`src/rtl/ant_nav_fsm.sv`:
```
// Wall-following navigation controller for the robot ant: synchronised and
// debounced antennas, selectable follow side, lost-wall timeout and stuck back-up.
module ant_nav_fsm #(
  parameter int DEB_CYCLES    = 4,
  parameter int LOST_TIMEOUT  = 64,
  parameter int STUCK_LIMIT   = 32,
  parameter int BACKUP_CYCLES = 8
) (
  input  logic       clk,
  input  logic       rst,
  input  logic       en,
  input  logic       mode,
  input  logic       L,
  input  logic       R,
  output logic       TL,
  output logic       TR,
  output logic       F,
  output logic       B,
  output logic [2:0] state,
  output logic       lost_evt
);

  localparam int TMAX_A = (LOST_TIMEOUT > STUCK_LIMIT) ? LOST_TIMEOUT : STUCK_LIMIT;
  localparam int TMAX   = (TMAX_A > BACKUP_CYCLES) ? TMAX_A : BACKUP_CYCLES;
  localparam int TW     = $clog2(TMAX + 1);
  localparam int DW     = (DEB_CYCLES > 1) ? $clog2(DEB_CYCLES) : 1;

  typedef enum logic [2:0] {
    S_LOST   = 3'd0,
    S_ROT    = 3'd1,
    S_WALL1  = 3'd2,
    S_WALL2  = 3'd3,
    S_BACKUP = 3'd4
  } state_t;

  state_t        state_reg, state_next;
  logic [TW-1:0] timer_reg;
  logic          mode_reg;
  logic          lost_reg, lost_next;
  logic [1:0]    pin_w;
  logic [1:0]    deb_w;
  logic          dl, dr, contact, near, far;
  logic          tl0, tr0;

  assign pin_w = {L, R};

  // Bit 1 is the left antenna, bit 0 the right one.
  generate
    for (genvar gi = 0; gi < 2; gi++) begin : g_ant
      logic          s1_reg, s2_reg, d_reg;
      logic [DW-1:0] cnt_reg;

      always_ff @(posedge clk) begin
        if (rst) begin
          s1_reg  <= 1'b0;
          s2_reg  <= 1'b0;
          d_reg   <= 1'b0;
          cnt_reg <= '0;
        end else begin
          s1_reg <= pin_w[gi];
          s2_reg <= s1_reg;
          if (s2_reg != d_reg) begin
            if (cnt_reg == DW'(DEB_CYCLES - 1)) begin
              d_reg   <= s2_reg;
              cnt_reg <= '0;
            end else begin
              cnt_reg <= cnt_reg + DW'(1);
            end
          end else begin
            cnt_reg <= '0;
          end
        end
      end

      assign deb_w[gi] = d_reg;
    end
  endgenerate

  assign dl      = deb_w[1];
  assign dr      = deb_w[0];
  assign contact = dl | dr;
  assign near    = mode_reg ? dl : dr;
  assign far     = mode_reg ? dr : dl;

  always_ff @(posedge clk) begin
    if (rst) begin
      state_reg <= S_LOST;
      timer_reg <= '0;
      mode_reg  <= 1'b0;
      lost_reg  <= 1'b0;
    end else begin
      state_reg <= state_next;
      lost_reg  <= lost_next;
      if (state_next != state_reg) begin
        timer_reg <= '0;
      end else if (en && (timer_reg != TW'(TMAX))) begin
        timer_reg <= timer_reg + TW'(1);
      end
      if (en && (state_reg == S_LOST)) begin
        mode_reg <= mode;
      end
    end
  end

  // Illegal codes recover even while frozen so the block can never stick there.
  always_comb begin
    state_next = state_reg;
    lost_next  = 1'b0;
    case (state_reg)
      S_LOST: begin
        if (en && contact) state_next = S_ROT;
      end
      S_ROT: begin
        if (en) begin
          if (!contact)                                state_next = S_ROT == S_ROT ? S_WALL1 : S_ROT;
          else if (timer_reg == TW'(STUCK_LIMIT - 1))  state_next = S_BACKUP;
        end
      end
      S_WALL1: begin
        if (en) begin
          if (near) begin
            state_next = S_WALL2;
          end else if (timer_reg == TW'(LOST_TIMEOUT - 1)) begin
            state_next = S_LOST;
            lost_next  = 1'b1;
          end
        end
      end
      S_WALL2: begin
        if (en) begin
          if (far)       state_next = S_ROT;
          else if (!near) state_next = S_WALL1;
        end
      end
      S_BACKUP: begin
        if (en && (timer_reg == TW'(BACKUP_CYCLES - 1))) state_next = S_ROT;
      end
      default: state_next = S_LOST;
    endcase
  end

  // Turn commands are decoded for right-wall following, then mirrored for left.
  always_comb begin
    tl0 = 1'b0;
    tr0 = 1'b0;
    F   = 1'b0;
    B   = 1'b0;
    if (en) begin
      case (state_reg)
        S_LOST:   F = 1'b1;
        S_ROT:    tl0 = 1'b1;
        S_WALL1:  begin F = 1'b1; tr0 = 1'b1; end
        S_WALL2:  begin F = 1'b1; tl0 = 1'b1; end
        S_BACKUP: B = 1'b1;
        default:  F = 1'b0;
      endcase
    end
  end

  assign TL       = mode_reg ? tr0 : tl0;
  assign TR       = mode_reg ? tl0 : tr0;
  assign state    = state_reg;
  assign lost_evt = lost_reg & en;

endmodule

```
`config.mk`:
```
export PLATFORM = sky130hd
export DESIGN_NAME = ant_nav_fsm
export DESIGN_NICKNAME = d
export VERILOG_FILES = /design/src/rtl/ant_nav_fsm.sv
export SDC_FILE = /design/constraint.sdc
export NUM_CORES = 1
export LEC_CHECK = 0
export ABC_CLOCK_PERIOD_IN_PS = 2250
export CAP_MARGIN = 20
export CORE_MARGIN = 5
export CORE_UTILIZATION = 55
export DETAILED_ROUTE_END_ITERATION = 12
export GPL_TIMING_DRIVEN = 0
export PLACE_DENSITY = 0.85
export REMOVE_ABC_BUFFERS = 1
export SYNTH_ARGS = -nofsm -noshare
export SYNTH_HDL_FRONTEND = slang
export SYNTH_SLANG_ARGS = --single-unit
```
`constraint.sdc`:
```
create_clock -name clk -period 2.25 [get_ports clk]
set_clock_uncertainty 0.05 [all_clocks]
set_input_delay 0.3375 -clock clk [delete_from_list [all_inputs] [get_ports clk]]
set_output_delay 0.3375 -clock clk [all_outputs]
set_load 0.01 [all_outputs]
```
==> results.toml <==
[synthesis]
yosys.area.top_type_share = 0.346
yosysSeqAreaShare = 0.346
yosysTopAreaCell = "dfxtp_1"
avgSynthCellArea_um2 = 8.78
async_reset_ff_frac = 0
synth_ff_type = "dfxtp_1"
synth_area_um2 = 1270
ys_warn_count = 0
synth_area_leaders = "dfxtp_1 (35%), nor3_2 (5.5%), nor2_1 (5.0%)"
synth_edf_count = 0
synthDistinctLibCells = 39
synth_cells = 145
ys_ff_latch = 22

[clock_tree]
cts_setup_buffers = 0
clk_pin_slew_ns = 0.11
hold_buffers = 0
insertion_delay_ns = 0.31
clockRootBuffer = "clkbuf_4"
cts.htree.levels = 1
cts_inserted_buffers = 3
clock_path_buffers = 2
cts_tree = "done"
cts.sinks = 22

[sta]
post-route-period-util = 0.958
final-max-slew-violation-count = 0
worstMarginPinSlew_ns = 0.556
setup_viol = 0
whs_ns = 0.380
min_period_ns = 2.16
setup_tns_ns = 0
max_clock_freq_mhz = 464
slew_headroom = 0.629
hold_viol_final = 0

[detailed_routing]
drtIter0Drc = 26
drcViolationCount = 0
vias = 1030
ant_nets = 0
routed_wl_mm = 2.37
first_pass_iters = 4
viasPerCell = 5.69
wl_per_cell_um = 13.1

[placed_design]
place_hpwl_mm = 1.70
dpl_cell_area_um2 = 1380
io_buffers = 13
place_inst = 177
place.gp.congestion = 0.805

[status]
outcome = "completed"

[grt]
grt_max_degree = 20
globalRoute.totalOverflow = 0
grt_first_pass_wirelength_mm = 4.04
grtUsageTotal = 0.151
antenna_found_initial = 0
grt_pass1_vias = 991

[layout]
largest_reg_flops = 7
drive_gt1_frac = 0.118
fill_cells = 174
fin_area_um2 = 1440
fin_nets = 164
antenna_cells = 0
area_growth_syn_to_layout_pct = 13.2
fin_util = 0.651
stdcell_count = 181

[critical_path]
critPathSlowestCell = "clkdlybuf4s50_1"
crit_path_end_kind = "primary output"
cp.arrival_ns = 1.77
crit_required_ns = 1.86
worstPathCellList = "nor2_1 -> and3_1 -> clkdlybuf4s50_1"
critPathKind = "reg -> out"
critPathMaxFanout = 19
max_stage_delay_ns = 0.53
startpoint_type = "register"

[power_and_ir_drop]
peakVddDrop_mv = 0.800
power_density_nw_per_um2 = 527
leakagePower_nw = 0.538

[floorplan]
die_h_um = 58.1
rows = 17
start_util = 0.575
core_area_um2 = 2210
dieArea_um2 = 3380
fp.dieW_um = 58.1
io-pin-count = 14

[worst_hold_path]
hold_class = "reg -> reg"

[job]
maxCapViolations = 0
cells by family after synthesis:
family | Yosys count | share of synthesized area
adder cells (fa/ha/maj) | 4 | 0.0393
flip-flops | 22 | 0.346
XOR/XNOR | 7 | 0.0482
buffers and inverters | 14 | 0.0619
multiplexers | 7 | 0.0600
AND/OR/NAND/NOR | 72 | 0.330
AO/OA/AOI/OAI | 19 | 0.114
cell type report:
class	instances	area [um2]	area share
repair buffers	13	133	0.0921
inverters	5	18.8	0.0130
clock inverters	1	30.0	0.0209
multi-input cells	109	754	0.524
well taps	28	35.0	0.0243
flip-flops and latches	22	447	0.310
clock buffers	3	22.5	0.0156
cells in the final DEF (no fill, tap or decap), drive strengths merged, types with 3 or more instances in the layout:
cell	n
nor3	10
mux2i	5
xnor2	5
nor2	17
ha	4
nor2b	9
dfxtp	22
inv	5
or3	3
nand2b	5
nand2	9
a21oi	8
clkdlybuf4s50	11
clkbuf	3
nand3	5
synth_stat cells, drive strengths merged (3+ instances only):
cell type  instances
a21oi              8
buf                7
nor2              17
nor3              10
dfxtp             22
inv                5
nand2              9
xnor2              5
nor2b              9
nand3              5
or3                3
nand2b             5
ha                 4
mux2i              5
metrics by stage:
stage / worst slack, ns / power, mW
after global routing: -0.0182 / 0.793
after detailed placement: -0.256 / 0.471
after global placement: -0.238 / 0.467
after CTS: 0.0286 / 0.771
final: 0.0949 / 0.759
after floorplan: 0.286 / 0.447
metal layers:
metal	GRT usage	part of all wire	vias up
met5	0	0	-
met4	0.0762	0.019	0
met3	0.0334	0.073	4
met2	0.269	0.49	35
met1	0.166	0.42	470
li1	-	-	521
timing repair:
| item | 4_1_cts | 5_1_grt |
|---|---|---|
| gates cloned | 0 | 0 |
| endpoints found under the setup margin | 4 | 9 |
| gates resized for setup | 3 | 5 |
worst max-delay path: cells and delay by family, from the launching register on:
family / cells / cell delay (ns)
buffers and inverters: 1 / 0.53
AND/OR/NAND/NOR: 2 / 0.50
flip-flops: 1 / 0.43
report_power, final:
group | leakage (nW) | internal (mW) | switching (mW)
registers | 0.181 | 0.398 | 0.00914
logic | 0.330 | 0.0260 | 0.0269
clock network | 0.0279 | 0.180 | 0.119
worst paths after layout:
check / start / endpoint / slack, ns / depth (start not counted)
hold / removal: g_ant[0].cnt_reg[0]$_SDFF_PP0_ / g_ant[0].cnt_reg[0]$_SDFF_PP0_ / 0.38 / 1
setup / recovery: state[0]$_SDFF_PP0_ / B / 0.09 / 3
setup reg to reg: mode_reg$_SDFFE_PP0P_ / timer_reg[0]$_SDFFE_PP0P_ / 0.13 / 5
hold reg to reg: g_ant[0].cnt_reg[0]$_SDFF_PP0_ / g_ant[0].cnt_reg[0]$_SDFF_PP0_ / 0.38 / 1
No activity file was read; power rests on OpenSTA's default activity.
